<file path="config.mk">
export PLATFORM = sky130hd
export DESIGN_NAME = replay_sched_flat
export DESIGN_NICKNAME = d
export VERILOG_FILES = /design/src/rtl/replay_sched_if.sv /design/src/rtl/replay_sched.sv /design/src/flat_wrapper.sv
export SDC_FILE = /design/constraint.sdc
export NUM_CORES = 1
export LEC_CHECK = 0
export CORE_AREA = 2 2 82 84
export DETAILED_ROUTE_END_ITERATION = 8
export DIE_AREA = 0 0 84 86
export PLACE_DENSITY = 0.95
export SLEW_MARGIN = 0
export SYNTH_ARGS = -nofsm -noshare
export SYNTH_HDL_FRONTEND = slang
export SYNTH_SLANG_ARGS = --single-unit
</file>
<file path="constraint.sdc">
create_clock -name clk -period 11.9 [get_ports clk]
set_input_delay 1.785 -clock clk [delete_from_list [all_inputs] [get_ports clk]]
set_output_delay 1.785 -clock clk [all_outputs]
set_load 0.05 [all_outputs]
</file>
<file path="src/rtl/replay_sched_if.sv">
// rtl/replay_sched_if.sv - replay request/issue bundle between requesters and the scheduler
// Signals:
//   req_vld    requester -> scheduler  one replay request per source
//   req_stg    requester -> scheduler  target stage per source, packed [R-1:0][SW-1:0]
//   req_rdy    scheduler -> requester  source may present a request
//   replay_vld scheduler -> pipeline   replay issued this cycle
//   replay_stg scheduler -> pipeline   stage being replayed
//   kill       scheduler -> pipeline   kill mask, bits [replay_stg:0]
// Modports: master = requester/pipeline side, slave = scheduler side.
interface replay_sched_if #(
    parameter int N  = 10,
    parameter int R  = 4,
    parameter int SW = 4
);
    logic [R-1:0]         req_vld;
    logic [R-1:0][SW-1:0] req_stg;
    logic [R-1:0]         req_rdy;
    logic                 replay_vld;
    logic [SW-1:0]        replay_stg;
    logic [N-1:0]         kill;

    modport master (
        output req_vld, req_stg,
        input  req_rdy, replay_vld, replay_stg, kill
    );

    modport slave (
        input  req_vld, req_stg,
        output req_rdy, replay_vld, replay_stg, kill
    );
endinterface

</file>
<file path="src/rtl/replay_sched.sv">
// rtl/replay_sched.sv - replay scheduler with oldest-first pick, kill mask and livelock backoff
// Ports:
//   clk, rst_n      clock, asynchronous active-low reset
//   bus (slave)     request capture (req_vld/req_stg/req_rdy) and replay issue
//                   (replay_vld/replay_stg/kill), see replay_sched_if
//   stg_vld         pipeline valid vector, stages N-1..1
//   commit          commit-stage advance pulse, clears the livelock counter
//   backoff_stall   registered front-end stall during a backoff window
//   pend            registered pending vector
//   err             sticky flag: a request named an illegal stage
//   stat_replays    replays issued (counter only with REPLAY_SCHED_STATS_EN)
//   stat_backoffs   backoff windows entered (counter only with REPLAY_SCHED_STATS_EN)
// Optional feature macro: REPLAY_SCHED_STATS_EN (statistics counters; tied to 0 when undefined).
module replay_sched #(
    parameter int N       = 10,
    parameter int R       = 4,
    parameter int SW      = 4,
    parameter int THRESH  = 3,
    parameter int BACKOFF = 8
) (
    input  logic          clk,
    input  logic          rst_n,
    replay_sched_if.slave bus,
    input  logic [N-1:1]  stg_vld,
    input  logic          commit,
    output logic          backoff_stall,
    output logic [R-1:0]  pend,
    output logic          err,
    output logic [15:0]   stat_replays,
    output logic [15:0]   stat_backoffs
);

    typedef enum logic {IDLE, BACKOFF_ST} state_t;

    state_t               state;
    logic [R-1:0]         pend_r;
    logic [R-1:0][SW-1:0] stg_r;
    logic [3:0]           cnt_r;
    logic [7:0]           bo_r;

    // Stage 0 is never a legal replay target, so its valid bit is pinned low.
    logic [N-1:0]  vld_full;
    logic [R-1:0]  elig;
    logic [R-1:0]  legal;
    logic [R-1:0]  clr;
    logic          any_elig;
    logic [SW-1:0] win_stg;
    logic [N-1:0]  kill_c;
    logic          bo_enter;
    logic          bo_exit;

    assign vld_full = {stg_vld, 1'b0};

    always_comb begin
        elig     = '0;
        legal    = '0;
        clr      = '0;
        any_elig = 1'b0;
        win_stg  = '0;
        kill_c   = '0;
        for (int i = 0; i < R; i++) begin
            elig[i]  = pend_r[i] & vld_full[stg_r[i]];
            legal[i] = (bus.req_stg[i] != '0) && (int'(bus.req_stg[i]) < N);
        end
        // Strictly-greater update keeps the lowest source index on a tie.
        for (int i = 0; i < R; i++) begin
            if (elig[i] && (!any_elig || (stg_r[i] > win_stg))) begin
                any_elig = 1'b1;
                win_stg  = stg_r[i];
            end
        end
        for (int k = 0; k < N; k++) begin
            kill_c[k] = any_elig & (int'(win_stg) >= k);
        end
        // Everything at or behind the replayed stage is killed, so its pending entry goes too.
        for (int j = 0; j < R; j++) begin
            clr[j] = any_elig & (stg_r[j] <= win_stg);
        end
    end

    assign bus.replay_vld = any_elig;
    assign bus.replay_stg = win_stg;
    assign bus.kill       = kill_c;
    assign bus.req_rdy    = ~pend_r;
    assign pend           = pend_r;

    assign bo_enter = (state == IDLE) && any_elig && !commit && (cnt_r == 4'(THRESH - 1));
    assign bo_exit  = (state == BACKOFF_ST) && (bo_r == 8'd1);

    // Request capture and clear. A source whose entry clears this cycle still sees
    // req_rdy low, so a same-cycle request is not taken and must be re-presented.
    always_ff @(posedge clk or negedge rst_n) begin
        if (!rst_n) begin
            pend_r <= '0;
            stg_r  <= '0;
            err    <= 1'b0;
        end else begin
            for (int i = 0; i < R; i++) begin
                if (pend_r[i]) begin
                    if (clr[i]) begin
                        pend_r[i] <= 1'b0;
                    end
                end else if (bus.req_vld[i] && legal[i]) begin
                    pend_r[i] <= 1'b1;
                    stg_r[i]  <= bus.req_stg[i];
                end
            end
            if (|(bus.req_vld & ~pend_r & ~legal)) begin
                err <= 1'b1;
            end
        end
    end

    // Livelock counter and backoff FSM. Commit and window exit both zero the counter
    // and take precedence over a same-cycle replay.
    always_ff @(posedge clk or negedge rst_n) begin
        if (!rst_n) begin
            state         <= IDLE;
            cnt_r         <= '0;
            bo_r          <= '0;
            backoff_stall <= 1'b0;
        end else begin
            if (commit || bo_exit) begin
                cnt_r <= '0;
            end else if (any_elig && (cnt_r != 4'hF)) begin
                cnt_r <= cnt_r + 4'd1;
            end

            case (state)
                IDLE: begin
                    if (bo_enter) begin
                        state         <= BACKOFF_ST;
                        bo_r          <= 8'(BACKOFF);
                        backoff_stall <= 1'b1;
                    end
                end
                BACKOFF_ST: begin
                    // Replays inside the window do not restart it.
                    if (bo_r == 8'd1) begin
                        state         <= IDLE;
                        backoff_stall <= 1'b0;
                    end else begin
                        bo_r <= bo_r - 8'd1;
                    end
                end
                default: begin
                    state         <= IDLE;
                    backoff_stall <= 1'b0;
                end
            endcase
        end
    end

`ifdef REPLAY_SCHED_STATS_EN
    logic [15:0] rep_cnt;
    logic [15:0] bo_cnt;

    always_ff @(posedge clk or negedge rst_n) begin
        if (!rst_n) begin
            rep_cnt <= '0;
            bo_cnt  <= '0;
        end else begin
            if (any_elig && (rep_cnt != 16'hFFFF)) begin
                rep_cnt <= rep_cnt + 16'd1;
            end
            if (bo_enter && (bo_cnt != 16'hFFFF)) begin
                bo_cnt <= bo_cnt + 16'd1;
            end
        end
    end

    assign stat_replays  = rep_cnt;
    assign stat_backoffs = bo_cnt;
`else
    assign stat_replays  = '0;
    assign stat_backoffs = '0;
`endif

endmodule
</file>
<file path="src/flat_wrapper.sv">
// flat-port wrapper written by rule: the top's interface ports become plain ports
module replay_sched_flat 
#(
    parameter int N       = 10,
    parameter int R       = 4,
    parameter int SW      = 4,
    parameter int THRESH  = 3,
    parameter int BACKOFF = 8
)
  (clk, rst_n, stg_vld, commit, backoff_stall, pend, err, stat_replays, stat_backoffs, bus_req_vld, bus_req_stg, bus_req_rdy, bus_replay_vld, bus_replay_stg, bus_kill);
  replay_sched_if #(.N(N), .R(R), .SW(SW)) bus_i ();
  input  logic clk;
  input  logic rst_n;
  input  logic [N-1:1] stg_vld;
  input  logic commit;
  output logic backoff_stall;
  output logic [R-1:0] pend;
  output logic err;
  output logic [15:0] stat_replays;
  output logic [15:0] stat_backoffs;
  input wire logic [$bits(bus_i.req_vld)-1:0] bus_req_vld;
  input wire logic [$bits(bus_i.req_stg)-1:0] bus_req_stg;
  output wire logic [$bits(bus_i.req_rdy)-1:0] bus_req_rdy;
  output wire logic [$bits(bus_i.replay_vld)-1:0] bus_replay_vld;
  output wire logic [$bits(bus_i.replay_stg)-1:0] bus_replay_stg;
  output wire logic [$bits(bus_i.kill)-1:0] bus_kill;
  assign bus_i.req_vld = bus_req_vld;
  assign bus_i.req_stg = bus_req_stg;
  assign bus_req_rdy = bus_i.req_rdy;
  assign bus_replay_vld = bus_i.replay_vld;
  assign bus_replay_stg = bus_i.replay_stg;
  assign bus_kill = bus_i.kill;
  replay_sched #(.N(N), .R(R), .SW(SW), .THRESH(THRESH), .BACKOFF(BACKOFF)) u_core (.clk(clk), .rst_n(rst_n), .bus(bus_i), .stg_vld(stg_vld), .commit(commit), .backoff_stall(backoff_stall), .pend(pend), .err(err), .stat_replays(stat_replays), .stat_backoffs(stat_backoffs));
endmodule
</file>
# Word-level counts from Yosys, hierarchy flattened
# Cells that the tools add are included.
[word_totals]
register_bits = 35
input_bits = 32
elab_cells = 143
[op_classes]
order_cmp = 24
addsub = 2
reduce_logical = 36
mux = 39
eq_ne = 6
bitwise = 26
[ops]
columns = ["cell", "count"]
rows = [
  ["1-bit 2-to-1 mux", 24],
  ["4-bit 2-to-1 mux", 6],
  ["4-bit by 5-bit less-than comparator with 1-bit output (second input constant)", 4],
  ["1-bit bitwise AND", 17],
  ["1-bit binary-select mux with 4-bit select", 4],
  ["4-bit by 3-bit >= comparator with 1-bit output (second input constant)", 4],
  ["4-bit less-or-equal comparator", 4],
  ["1-bit logical AND", 16],
  ["4-bit less-than comparator (second input constant)", 4],
  ["8-bit 2-to-1 mux", 2],
  ["8-bit one-hot mux with 2 select lines", 1],
  ["4-bit nonzero test", 4],
  ["4-bit > comparator", 3],
  ["2-bit AND reduction", 6],
  ["4-bit bitwise AND", 2],
  ["8-bit by 1-bit equality test with 1-bit output (second input constant)", 1],
  ["4-bit by 2-bit >= comparator with 1-bit output (second input constant)", 2],
  ["4-bit >= comparator (second input constant)", 2],
  ["4-bit NOT", 2],
  ["8-bit by 1-bit subtractor with 8-bit output (second input constant)", 1],
  ["1-bit NOT", 5],
  ["4-bit by 1-bit adder with 4-bit output (second input constant)", 1],
  ["4-bit by 2-bit equality test with 1-bit output (second input constant)", 1],
  ["4-bit by 1-bit >= comparator with 1-bit output (second input constant)", 1],
  ["8 further kinds", 16],
]

# Logic depth before layout (Yosys ltp)
# Gate-level depths: netlist of run 1.
[logic_depth]
depth_word = 21
depth_mapped = 36
depth_no_buf = 35

# Worst setup path after synthesis of run 1
# Ideal clock, no wire load.
[synth_path]
path_type = "input port to output port"
startpoint = "input port stg_vld[1] in the netlist's numbering"
endpoint = "output port bus_kill[3]"
stages = 26
slack_ns = 3.113
arrival_time_ns = 7.002
path_buffers = 0
t_required_ns = 10.115
path_cell_list = "a211oi_1 a211oi_1 o311a_2 nand2_1 ha_1 nor2b_1 o211a_1 o21ai_0 a21oi_1 a22oi_2 ha_1 nor2b_1 o21a_1 o21a_1 o21ai_0 a211oi_1 a21oi_1 inv_1 ha_1 nand2_1 o21ai_0 o21ai_0 a21oi_4 and2_1 nor2_2 o211ai_1"
[synth_between]
elab_chain_cells = 18
[synth_lines]
columns = ["item", "line_no", "source"]
rows = [
  ["from (decl)", "flat_wrapper.sv:14", "input logic [N-1:1] stg_vld;"],
  ["1-bit binary-select mux with 4-bit select", "replay_sched.sv:62", "elig[i] = pend_r[i] & vld_full[stg_r[i]];"],
  ["1-bit 2-to-1 mux (not written as such)", "replay_sched.sv:62", ""],
  ["1-bit bitwise AND", "replay_sched.sv:62", ""],
  ["4-bit 2-to-1 mux or 1-bit 2-to-1 mux (tied branches)", "replay_sched.sv:67", "if (elig[i] && (!any_elig || (stg_r[i] > win_stg))) begin"],
  ["4-bit > comparator or 1-bit zero test (tied branches)", "replay_sched.sv:67", ""],
  ["1-bit logical OR", "replay_sched.sv:67", ""],
  ["1-bit logical AND", "replay_sched.sv:67", ""],
  ["4-bit 2-to-1 mux or 1-bit 2-to-1 mux (tied branches)", "replay_sched.sv:67", ""],
  ["[2 not listed]", "--", ""],
  ["1-bit logical AND", "replay_sched.sv:67", ""],
  ["4-bit 2-to-1 mux or 1-bit 2-to-1 mux (tied branches)", "replay_sched.sv:67", ""],
  ["4-bit > comparator or 1-bit zero test (tied branches)", "replay_sched.sv:67", ""],
  ["1-bit logical OR", "replay_sched.sv:67", ""],
  ["1-bit logical AND", "replay_sched.sv:67", ""],
  ["4-bit 2-to-1 mux", "replay_sched.sv:67", ""],
  ["4-bit by 2-bit >= comparator with 1-bit output", "replay_sched.sv:73", "kill_c[k] = any_elig & (int'(win_stg) >= k);"],
  ["1-bit bitwise AND *", "replay_sched.sv:73", ""],
  ["to (decl)", "flat_wrapper.sv:26", "output wire logic [$bits(bus_i.kill)-1:0] bus_kill;"],
]
# Every way passes the cells marked *; elsewhere a longest branch is shown, timed or not. The select of a mux whose other input is x is not followed.

# Final worst setup path of run 1
[layout_path]
startpoint = "input port stg_vld[6] in the netlist's numbering"
endpoint = "output port bus_kill[7]"
[layout_between]
elab_chain_cells = 18
[layout_lines]
columns = ["item", "line_no"]
rows = [
  ["1-bit binary-select mux with 4-bit select", "replay_sched.sv:62"],
  ["1-bit 2-to-1 mux (not written as such)", "replay_sched.sv:62"],
  ["1-bit bitwise AND", "replay_sched.sv:62"],
  ["4-bit 2-to-1 mux or 1-bit 2-to-1 mux (tied branches)", "replay_sched.sv:67"],
  ["4-bit > comparator or 1-bit zero test (tied branches)", "replay_sched.sv:67"],
  ["1-bit logical OR", "replay_sched.sv:67"],
  ["1-bit logical AND", "replay_sched.sv:67"],
  ["4-bit 2-to-1 mux or 1-bit 2-to-1 mux (tied branches)", "replay_sched.sv:67"],
  ["[2 not listed]", "--"],
  ["1-bit logical AND", "replay_sched.sv:67"],
  ["4-bit 2-to-1 mux or 1-bit 2-to-1 mux (tied branches)", "replay_sched.sv:67"],
  ["4-bit > comparator or 1-bit zero test (tied branches)", "replay_sched.sv:67"],
  ["1-bit logical OR", "replay_sched.sv:67"],
  ["1-bit logical AND", "replay_sched.sv:67"],
  ["4-bit 2-to-1 mux", "replay_sched.sv:67"],
  ["4-bit by 3-bit >= comparator with 1-bit output", "replay_sched.sv:73"],
  ["1-bit bitwise AND *", "replay_sched.sv:73"],
]
# Marks and branches as above.

==> impl_metrics.py, run 1 <==
metrics = {
    "yosys": {
        "synth_edf_count": 0,
        "synthCells": 340,
        "yosys.area.top_type_share_pct": 26.96,
        "ys_ff_latch": 35,
        "netlist-cell-type-count": 71,
        "synth_area_leaders": "dfrtp_1 (27%), ha_1 (12%), buf_4 (7.6%)",
        "syn_avg_cell_area_um2": 9.553,
        "synth-main-ff-cell": "dfrtp_1",
        "synth-seq-area-share_pct": 26.96,
        "synth_top_area_cell": "dfrtp_1",
        "ys_async_sr_fraction_pct": 100.0,
        "synth_area_um2": 3248,
        "yosysWarnings": 0,
    },
    "global_routing": {
        "globalRouteOverflowTotal": 0,
        "grt_max_degree": 36,
        "grt_pass1_vias": 2707,
        "antenna_found_initial": 0,
        "track_usage_pct": 21.10,
        "grt_pass1_wl_um": 12400,
    },
    "place": {
        "place.gp.congestion": 0.9107,
        "portBuffers": 56,
        "dpl_cell_area_um2": 3754,
        "dpl.hpwl_um": 5910,
    },
    "timing": {
        "setup_viol": 0,
        "hold_viol": 0,
        "worst_slew_pin_slew_ns": 0.5422,
        "relSlewSlack_pct": 63.74,
        "tns_ns": 0,
        "slew_violations": 0,
        "rsz0062_at_grt": "false",
        "fmax_ghz": 0.09845,
        "skew_ns": 0.005731,
        "period_minus_slack_ns": 10.16,
        "period_share_pct": 85.36,
    },
    "clock_network": {
        "cts_setup_buffers": 0,
        "cts_sinks": 35,
        "clk_path_buf_depth": 2,
        "path_clk_slew_ns": 0.07,
        "cts.repair.resized": 0,
        "cts-root-buf": "clkbuf_8",
        "hold_buffers": 0,
        "cts_inserted_buffers": 5,
        "h-tree-depth": 2,
        "clock_latency_ns": 0.29,
        "cts_tree": "done",
    },
    "critical_path": {
        "r2r_end": "u_core.pend[0]$_DFF_PN0_",
        "crit_fanout": 10,
        "reg2reg_slack_ns": 5.00,
        "worstSetupStartpointType": "input pin",
        "cp_data_required_time_ns": 10.12,
        "endpoint_kind": "output pin",
        "cp.arrival_ns": 8.37,
        "critical_path_class": "input pin to output pin",
        "r2r_start": "u_core.stg_r[0]$_DFFE_PN0P_",
        "reg2reg_depth": 33,
    },
    "detailed_routing": {
        "vias": 2692,
        "viasPerCell": 5.667,
        "drtIter0Drc": 136,
        "detail-route-antenna-nets": 0,
        "dr.pass1.iters": 4,
        "totalWireLength_um": 7452,
        "drc": 0,
        "wl_per_cell_um": 15.69,
    },
    "layout": {
        "drive_gt1_share_pct": 13.07,
        "diodes": 0,
        "final_cell_mix": "clkdlybuf4s50_1 (56), dfrtp_1 (35), ha_1 (32), conb_1 (32), nor2_1 (24)",
        "nNetsFinal": 461,
        "layout_commonest_cell": "clkdlybuf4s50_1",
        "syn2layout_area_growth_pct": 19.03,
        "design_area_um2": 3866,
    },
    "status": {
        "status": "finished clean",
    },
    "run": {
        "cap_violations": 0,
    },
    "worst_hold_path": {
        "whs_path_depth": 1,
        "holdPathEnd": "u_core.err$_DFFE_PN0P_",
        "hold_class": "register to register",
        "min_from": "u_core.err$_DFFE_PN0P_",
    },
    "floorplan": {
        "die_w_um": 84,
        "core_um2": 6277,
        "rows": 29,
        "dieArea_um2": 7224,
        "io_pins": 89,
        "start_util_pct": 51.74,
        "dieHeight_um": 86,
    },
}
==> logic make-up after synthesis <==
group                      count (synthesis)  share of synthesized area [%]
AOI/OAI and AO/OA                         63                          15.02
xor gates and xnor gates                   8                          2.157
adders and majority gates                 32                          12.33
buffers and inverters                     60                          11.02
DFF                                       35                          26.96
muxes                                     35                          12.94
other                                      1                         0.1155
and+or+nand+nor                          106                          19.45
==> critical path: stages <==
cell             delay, ns
clkdlybuf4s50_1       0.56
mux2i_1               0.10
nor4bb_1              0.27
o311a_2               0.31
nand2_1               0.08
ha_1                  0.30
nor2b_1               0.13
o211a_1               0.20
o21ai_0               0.23
a21oi_1               0.18
a22oi_2               0.30
ha_1                  0.30
nor2b_1               0.13
o21a_1                0.16
o21a_1                0.16
o21ai_0               0.25
a211oi_1              0.12
a21oi_1               0.29
inv_1                 0.09
ha_1                  0.31
nand2_1               0.06
o21ai_0               0.12
o21ai_0               0.15
a21oi_4               0.32
and2_1                0.21
nor2_2                0.11
o31ai_2               0.27
clkdlybuf4s50_1       0.84
==> cell type report <==
type / instances / area [um2]
Fill cell: 506 / 2411
Multi-Input combinational cell: 276 / 2131
Sequential cell: 35 / 875.8
Timing Repair Buffer: 57 / 568.0
Tap cell: 77 / 96.34
Inverter: 22 / 82.58
Clock buffer: 5 / 68.82
Clock inverter: 3 / 43.79
==> routing by layer <==
layer | wire length [um] | up-vias | GRT usage, %
li1 | - | 1281 | -
met1 | 3140 | 1313 | 25.46
met2 | 3847 | 82 | 37.82
met3 | 322 | 16 | 3.850
met4 | 141 | 0 | 7.625
met5 | 0 | - | 0
==> synthesized netlist by cell type, types with 2 or more instances <==
cell type / count
a21oi_1: 11
nand4b_1: 2
inv_2: 3
nor2_1: 24
buf_4: 33
mux2_2: 16
a211oi_1: 3
clkbuf_1: 2
ha_1: 32
a22oi_1: 4
and3_1: 2
nor4_1: 2
mux2i_1: 15
nand2b_1: 5
o211ai_1: 2
o21ai_1: 4
nand4_1: 4
dfrtp_1: 35
a21o_1: 3
nor2b_1: 6
o21a_1: 2
and4_1: 4
nor3b_1: 2
nand3b_1: 3
mux4_2: 3
xor2_1: 7
o31ai_1: 2
nand2_1: 21
nor3_1: 4
nand3_1: 8
and2_1: 3
o21ai_0: 16
inv_1: 19
==> per-stage QoR <==
| step | utilization [%] | cells | setup slack, ns | hold slack [ns] |
|---|---|---|---|---|
| floorplan | - | 371 | 3.113 | 0.4982 |
| global placement | 59.80 | 467 | 2.056 | 0.4590 |
| detailed placement | 59.80 | 467 | 1.749 | 0.4624 |
| CTS | 61.59 | 475 | 1.740 | 0.4866 |
| global route | 61.59 | 475 | 1.238 | 0.5191 |
| finish | 61.59 | 475 | 1.743 | 0.4799 |
==> flip-flops by register name (all words and copies together) (netlist names) <==
register	count
u_core.state	1
u_core.err	1
u_core.bo_r	8
u_core.pend	4
u_core.cnt_r	4
u_core.stg_r	16
u_core.backoff_stall	1
==> how the worst max path moves through the flow <==
stage	start	slack, ns	endpoint	cells after the start
final	stg_vld[6]	1.74	bus_kill[7]	28
after global routing	stg_vld[4]	1.24	bus_kill[7]	28
after CTS	stg_vld[5]	1.74	bus_kill[7]	28
after detailed placement	stg_vld[5]	1.75	bus_kill[7]	28
after global placement	stg_vld[7]	2.06	bus_kill[7]	28
after floorplan	stg_vld[1]	3.11	bus_kill[3]	26
Power of run 1 is left out: the tool's default activity adds up to more than one toggle a clock period on the data nets, which glitch-free logic cannot reach.
==> inputs of run 2 (changes only) <==
Settings changed: GPL_ROUTABILITY_DRIVEN set to 0.
==> results of run 2 <==
Final layout, timing and power as in run 1 (identical DEF).
Power of run 2 is left out for the same reason.
==> inputs of run 3 (changes only) <==
Settings changed: CORE_AREA 2 2 82 84 to 2 2 85 87, DIE_AREA 0 0 84 86 to 0 0 87 89, PLACE_DENSITY 0.95 to 0.89.
Clock period 11.9 ns to 11.2 ns, I/O delays scaled along.
==> impl_metrics.py, run 3 (synthesis results as in run 1) <==
metrics = {
    "detailed_routing": {
        "detail-route-antenna-nets": 0,
        "wl_per_cell_um": 15.97,
        "totalWireLength_um": 7633,
        "wl_met3_um": 436,
        "top_layer_used": "met4",
        "dr.pass1.iters": 4,
        "wl_met1_um": 3064,
        "met2_length_um": 4046,
        "vias": 2700,
        "drtIter0Drc": 194,
        "viasPerCell": 5.649,
        "drc": 0,
    },
    "floorplan": {
        "rows": 30,
        "dieHeight_um": 89,
        "core_um2": 6719,
        "io_pins": 89,
        "start_util_pct": 48.34,
        "dieArea_um2": 7743,
        "die_w_um": 87,
    },
    "place": {
        "portBuffers": 56,
        "dpl.hpwl_um": 6106,
    },
    "layout": {
        "layout_commonest_cell": "clkdlybuf4s50_1",
        "diodes": 0,
        "top_regs": "u_core.stg_r (16), u_core.bo_r (8)",
        "syn2layout_area_growth_pct": 18.18,
        "nNetsFinal": 461,
        "largest_reg_flops": 16,
        "max_flop_register": "u_core.stg_r",
        "final_cell_mix": "clkdlybuf4s50_1 (56), dfrtp_1 (35), ha_1 (32), conb_1 (32), nor2_1 (24)",
        "drive_gt1_share_pct": 12.56,
    },
    "critical_path": {
        "critical_path_class": "input pin to output pin",
        "cp_data_required_time_ns": 9.52,
        "crit_fanout": 13,
        "crit_family": "compound AO/OA/AOI/OAI gates",
        "endpoint_kind": "output pin",
        "critPathSlowestCell": "clkdlybuf4s50_1",
        "cp.arrival_ns": 8.33,
        "crit_buf_inv": 3,
        "max_stage_delay_ns": 0.74,
        "worstSetupStartpointType": "input pin",
        "path_common_cell": "o21ai_0",
    },
    "clock_network": {
        "cts_setup_buffers": 0,
        "h-tree-depth": 2,
        "hold_buffers": 0,
        "cts_inserted_buffers": 5,
        "cts_sinks": 35,
        "path_clk_slew_ns": 0.07,
        "cts-root-buf": "clkbuf_8",
        "clock_latency_ns": 0.28,
        "clk_path_buf_depth": 2,
        "cts_tree": "done",
        "cts.repair.resized": 0,
    },
    "timing": {
        "setup_viol": 0,
        "period_minus_slack_ns": 10.01,
        "rsz0062_at_grt": "false",
        "relSlewSlack_pct": 65.46,
        "worst_slew_pin_slew_ns": 0.5073,
        "tns_ns": 0,
        "skew_ns": 0.003601,
        "fmax_ghz": 0.09994,
        "slew_violations": 0,
        "period_share_pct": 89.34,
        "hold_viol": 0,
    },
    "global_routing": {
        "globalRouteOverflowTotal": 0,
        "antenna_found_initial": 0,
        "grt_max_degree": 36,
        "grt_pass1_vias": 2609,
        "track_usage_pct": 20.58,
        "grt_pass1_wl_um": 12590,
    },
    "run": {
        "cap_violations": 0,
    },
    "worst_hold_path": {
        "hold_class": "register to register",
    },
    "status": {
        "status": "finished clean",
    },
}
[run 3: cell count changes in the layout (fill, tap and decap cells not counted), sizes merged]
cell,previous run,this run
bufinv,1,0
clkbuf,5,7
clkinv,2,1
[run 3: path summary, 6_finish.rpt]
| check | depth (start not counted) | endpoint | slack (ns) | start |
|---|---|---|---|---|
| worst min-delay path | 1 | u_core.backoff_stall$_DFFE_PN0P_ | 0.49 | u_core.backoff_stall$_DFFE_PN0P_ |
| worst max register to register | 32 | u_core.pend[2]$_DFF_PN0_ | 4.10 | u_core.stg_r[0]$_DFFE_PN0P_ |
| max in group asynchronous | 2 | u_core.stg_r[1]$_DFFE_PN0P_ | 9.08 | rst_n |
| worst min register to register | 1 | u_core.backoff_stall$_DFFE_PN0P_ | 0.49 | u_core.backoff_stall$_DFFE_PN0P_ |
| min in group asynchronous | 2 | u_core.bo_r[7]$_DFFE_PN0P_ | 1.80 | rst_n |
| worst max-delay path | 27 | bus_kill[5] | 1.19 | stg_vld[5] |
[run 3: area by class of cell]
class,instances,area (um2)
Clock inverter,1,5.005
Fill cell,566,2880
Multi-Input combinational cell,276,2131
Sequential cell,35,875.8
Timing Repair Buffer,57,568.0
Clock buffer,7,76.32
Tap cell,80,100.1
Inverter,22,82.58
[run 3: stage by stage]
| stage | std cells | instance area [um2] | setup WS (ns) | hold slack, ns | utilization (%) |
|---|---|---|---|---|---|
| 6_report | 478 | 3839 | 1.194 | 0.4876 | 57.13 |
| 5_1_grt | 478 | 3839 | 0.7168 | 0.5047 | 57.13 |
| 4_1_cts | 478 | 3839 | 1.231 | 0.4884 | 57.13 |
| 3_5_place_dp | 470 | 3757 | 1.240 | 0.4691 | 55.92 |
| 3_3_place_gp | 470 | 3757 | 1.491 | 0.4682 | 55.92 |
| 2_1_floorplan | 371 | 3364 | 2.623 | 0.4982 | - |
[run 3: metal layers]
metal | global-route usage (%) | up-vias
li1 | - | 1282
met2 | 36.99 | 96
met1 | 25.78 | 1312
met3 | 3.601 | 10
met4 | 4.830 | 0
met5 | 0 | -
[run 3: worst reg2reg max path: cells and delay by family (launching register included)]
kind / cells / cell delay [ns]
compound gates: 15 / 3.37
fa+ha+maj: 4 / 1.17
buf+inv: 1 / 0.09
flops: 1 / 0.59
mux: 1 / 0.23
simple gates: 11 / 1.52
Power of run 3 is left out for the same reason.
==> variant: new RTL, settings of run 3 <==
The option `REPLAY_SCHED_STATS_EN` is turned on by a define.
--- a/src/rtl/replay_sched.sv
+++ b/src/rtl/replay_sched.sv
@@ -11,6 +11,8 @@
 //   stat_replays    replays issued (counter only with REPLAY_SCHED_STATS_EN)
 //   stat_backoffs   backoff windows entered (counter only with REPLAY_SCHED_STATS_EN)
 // Optional feature macro: REPLAY_SCHED_STATS_EN (statistics counters; tied to 0 when undefined).
+`define REPLAY_SCHED_STATS_EN
+
 module replay_sched #(
     parameter int N       = 10,
     parameter int R       = 4,
Formal check against the unedited RTL: not equivalent (Yosys sat finds a counterexample within 4 cycles, from zero or initial values and one cycle with rst_n low).
==> variant against run 3 <==
- non-clock buffer count grew 34
- synthesized cell count grew 28%
- global-route usage grew 10 points
- routed wire length grew 47%
- worst hold slack lost 0.010 ns
- die area is the same
- setup slack lost 0.45 ns
- final area grew 46%
- sequential cell count grew 32
- count of clock-buffer cells in the layout grew 5
- first-iteration DRC count grew 6.7%
- area after synthesis grew 36%
- critical path type unchanged
Power is left out: the tool's default activity adds up to more than one toggle a clock period on the data nets, which glitch-free logic cannot reach.
==> variant: results (changes against run 3) <==
cts.clk_slew.worst_paths_ns: 0.07  # about the same
relSlewSlack: 0.440  # -0.214
detail_route.wl_per_cell_microns: 18.3  # +15%
drt-vias-per-instance: 6.24  # +11%
number_of_inserted_diodes: 0  # unchanged
cts.repair_timing.setup_buffer_count: 0  # unchanged
final_layout_size_suffix_gt1_frac: 0.110  # -0.0151
yosys-top-cells-count: "67 x sky130_fd_sc_hd__dfrtp_1, 36 x sky130_fd_sc_hd__nand2_1, 35 x sky130_fd_sc_hd__nor2_1"
post_synth_num_cell_types: 62  # -13%
layout.filler_cells: 381  # -33%
mux_share_of_post_synthesis_cell_area: 0.0991  # -0.0303
synth_sequential_area_ratio: 0.378  # +0.109
wire_length_of_the_first_global_routing_pass_microns: 18400  # +46%
synth.area.top_cells: "sky130_fd_sc_hd__dfrtp_1 38%, sky130_fd_sc_hd__ha_1 9.6%, sky130_fd_sc_hd__mux2_2 5.1%, sky130_fd_sc_hd__xnor2_1 3.8%, sky130_fd_sc_hd__xor2_1 3.8%"
yosys.area_share.adder: 0.0960  # -0.0272
drt_iter0_markers: 207  # +6.7%
dp_hpwl_microns: 8090  # +32%
dpl_worst_slack_ns: 0.905  # -0.335 ns
nets: 595  # +29%
globalRouteTotalUtil: 0.306  # +0.100
cts-root-buf: "sky130_fd_sc_hd__clkbuf_8"
clk_latency_ns: 0.34  # +0.06 ns
cts_max_level: 3  # +1
port_buffers: 88  # +57%
status: "completed"
ys.warnings.count: 0  # unchanged
synth_compound_gate_area_share: 0.129  # -0.0212
first_global_vias: 3785  # +45%
grt_max_degree: 68  # +89%
drtPass1Iterations: 5  # +1
postPlaceCellArea_sq_mm: 0.00536  # +43%
finClkSkew_ns: 0.0117  # +0.00813 ns
arrival_time_at_the_worst_endpoint_ns: 8.78  # +0.45 ns
cts_buffer_depth: 2  # unchanged
min-delay-path-class: "register to register"
number_of_antenna_violations_at_the_first_check_in_global_routing: 0  # unchanged
post_synthesis_xor_xnor_area_fraction: 0.0751  # +0.0535
numCtsBuffers: 9  # +4
==> variant: stage by stage <==
step | std cells | utilization | hold slack (ns)
CTS | 614 | 0.834 | 0.483
finish | 614 | 0.834 | 0.478
detailed placement | 598 | 0.797 | 0.466
global route | 614 | 0.834 | 0.496
global placement | 598 | 0.797 | 0.461
floorplan | 434 | - | 0.498
==> variant: path summary, 6_finish.rpt <==
kind | to | start | slack (ns) | cells after the start
max | bus_kill[6] | stg_vld[4] | 0.74 | 28
min | u_core.backoff_stall | u_core.backoff_stall | 0.48 | 1
max reg2reg | u_core.pend[1] | u_core.stg_r[0] | 3.92 | 35
min reg2reg | u_core.backoff_stall | u_core.backoff_stall | 0.48 | 1
max in group asynchronous | u_core.stg_r[12] | rst_n | 9.13 | 2
min in group asynchronous | u_core.stat_replays[9] | rst_n | 1.52 | 2
==> variant: cell type report <==
cell class              instances  area (sq um)  share of cell area
repair buffers                 91           898               0.160
flip-flops and latches         67          1680               0.299
well taps                      80           100              0.0179
clock inverters                 4          97.6              0.0174
multi-input cells             335          2590               0.462
clock buffers                  12           145              0.0259
inverters                      25          93.8              0.0168
==> variant: kinds of logic after synthesis <==
group,after synthesis
adders and majority gates,34
buffers and inverters,32
muxes,38
xor gates and xnor gates,38
DFF,67
AOI/OAI and AO/OA,72
and+or+nand+nor,153
==> variant: worst max-delay path: cells and delay by family <==
kind | cells | cell delay (ns)
compound gates | 14 | 3.14
fa+ha+maj | 3 | 0.89
buf+inv | 3 | 1.34
mux | 2 | 0.77
simple gates | 6 | 0.96
==> variant: layer usage <==
metal | vias to the layer above | GRT usage | wire, microns
met5 | - | 0 | 0
met1 | 1871 | 0.381 | 4520
met2 | 172 | 0.529 | 5650
li1 | 1766 | - | -
met4 | 0 | 0.118 | 320
met3 | 25 | 0.0591 | 752
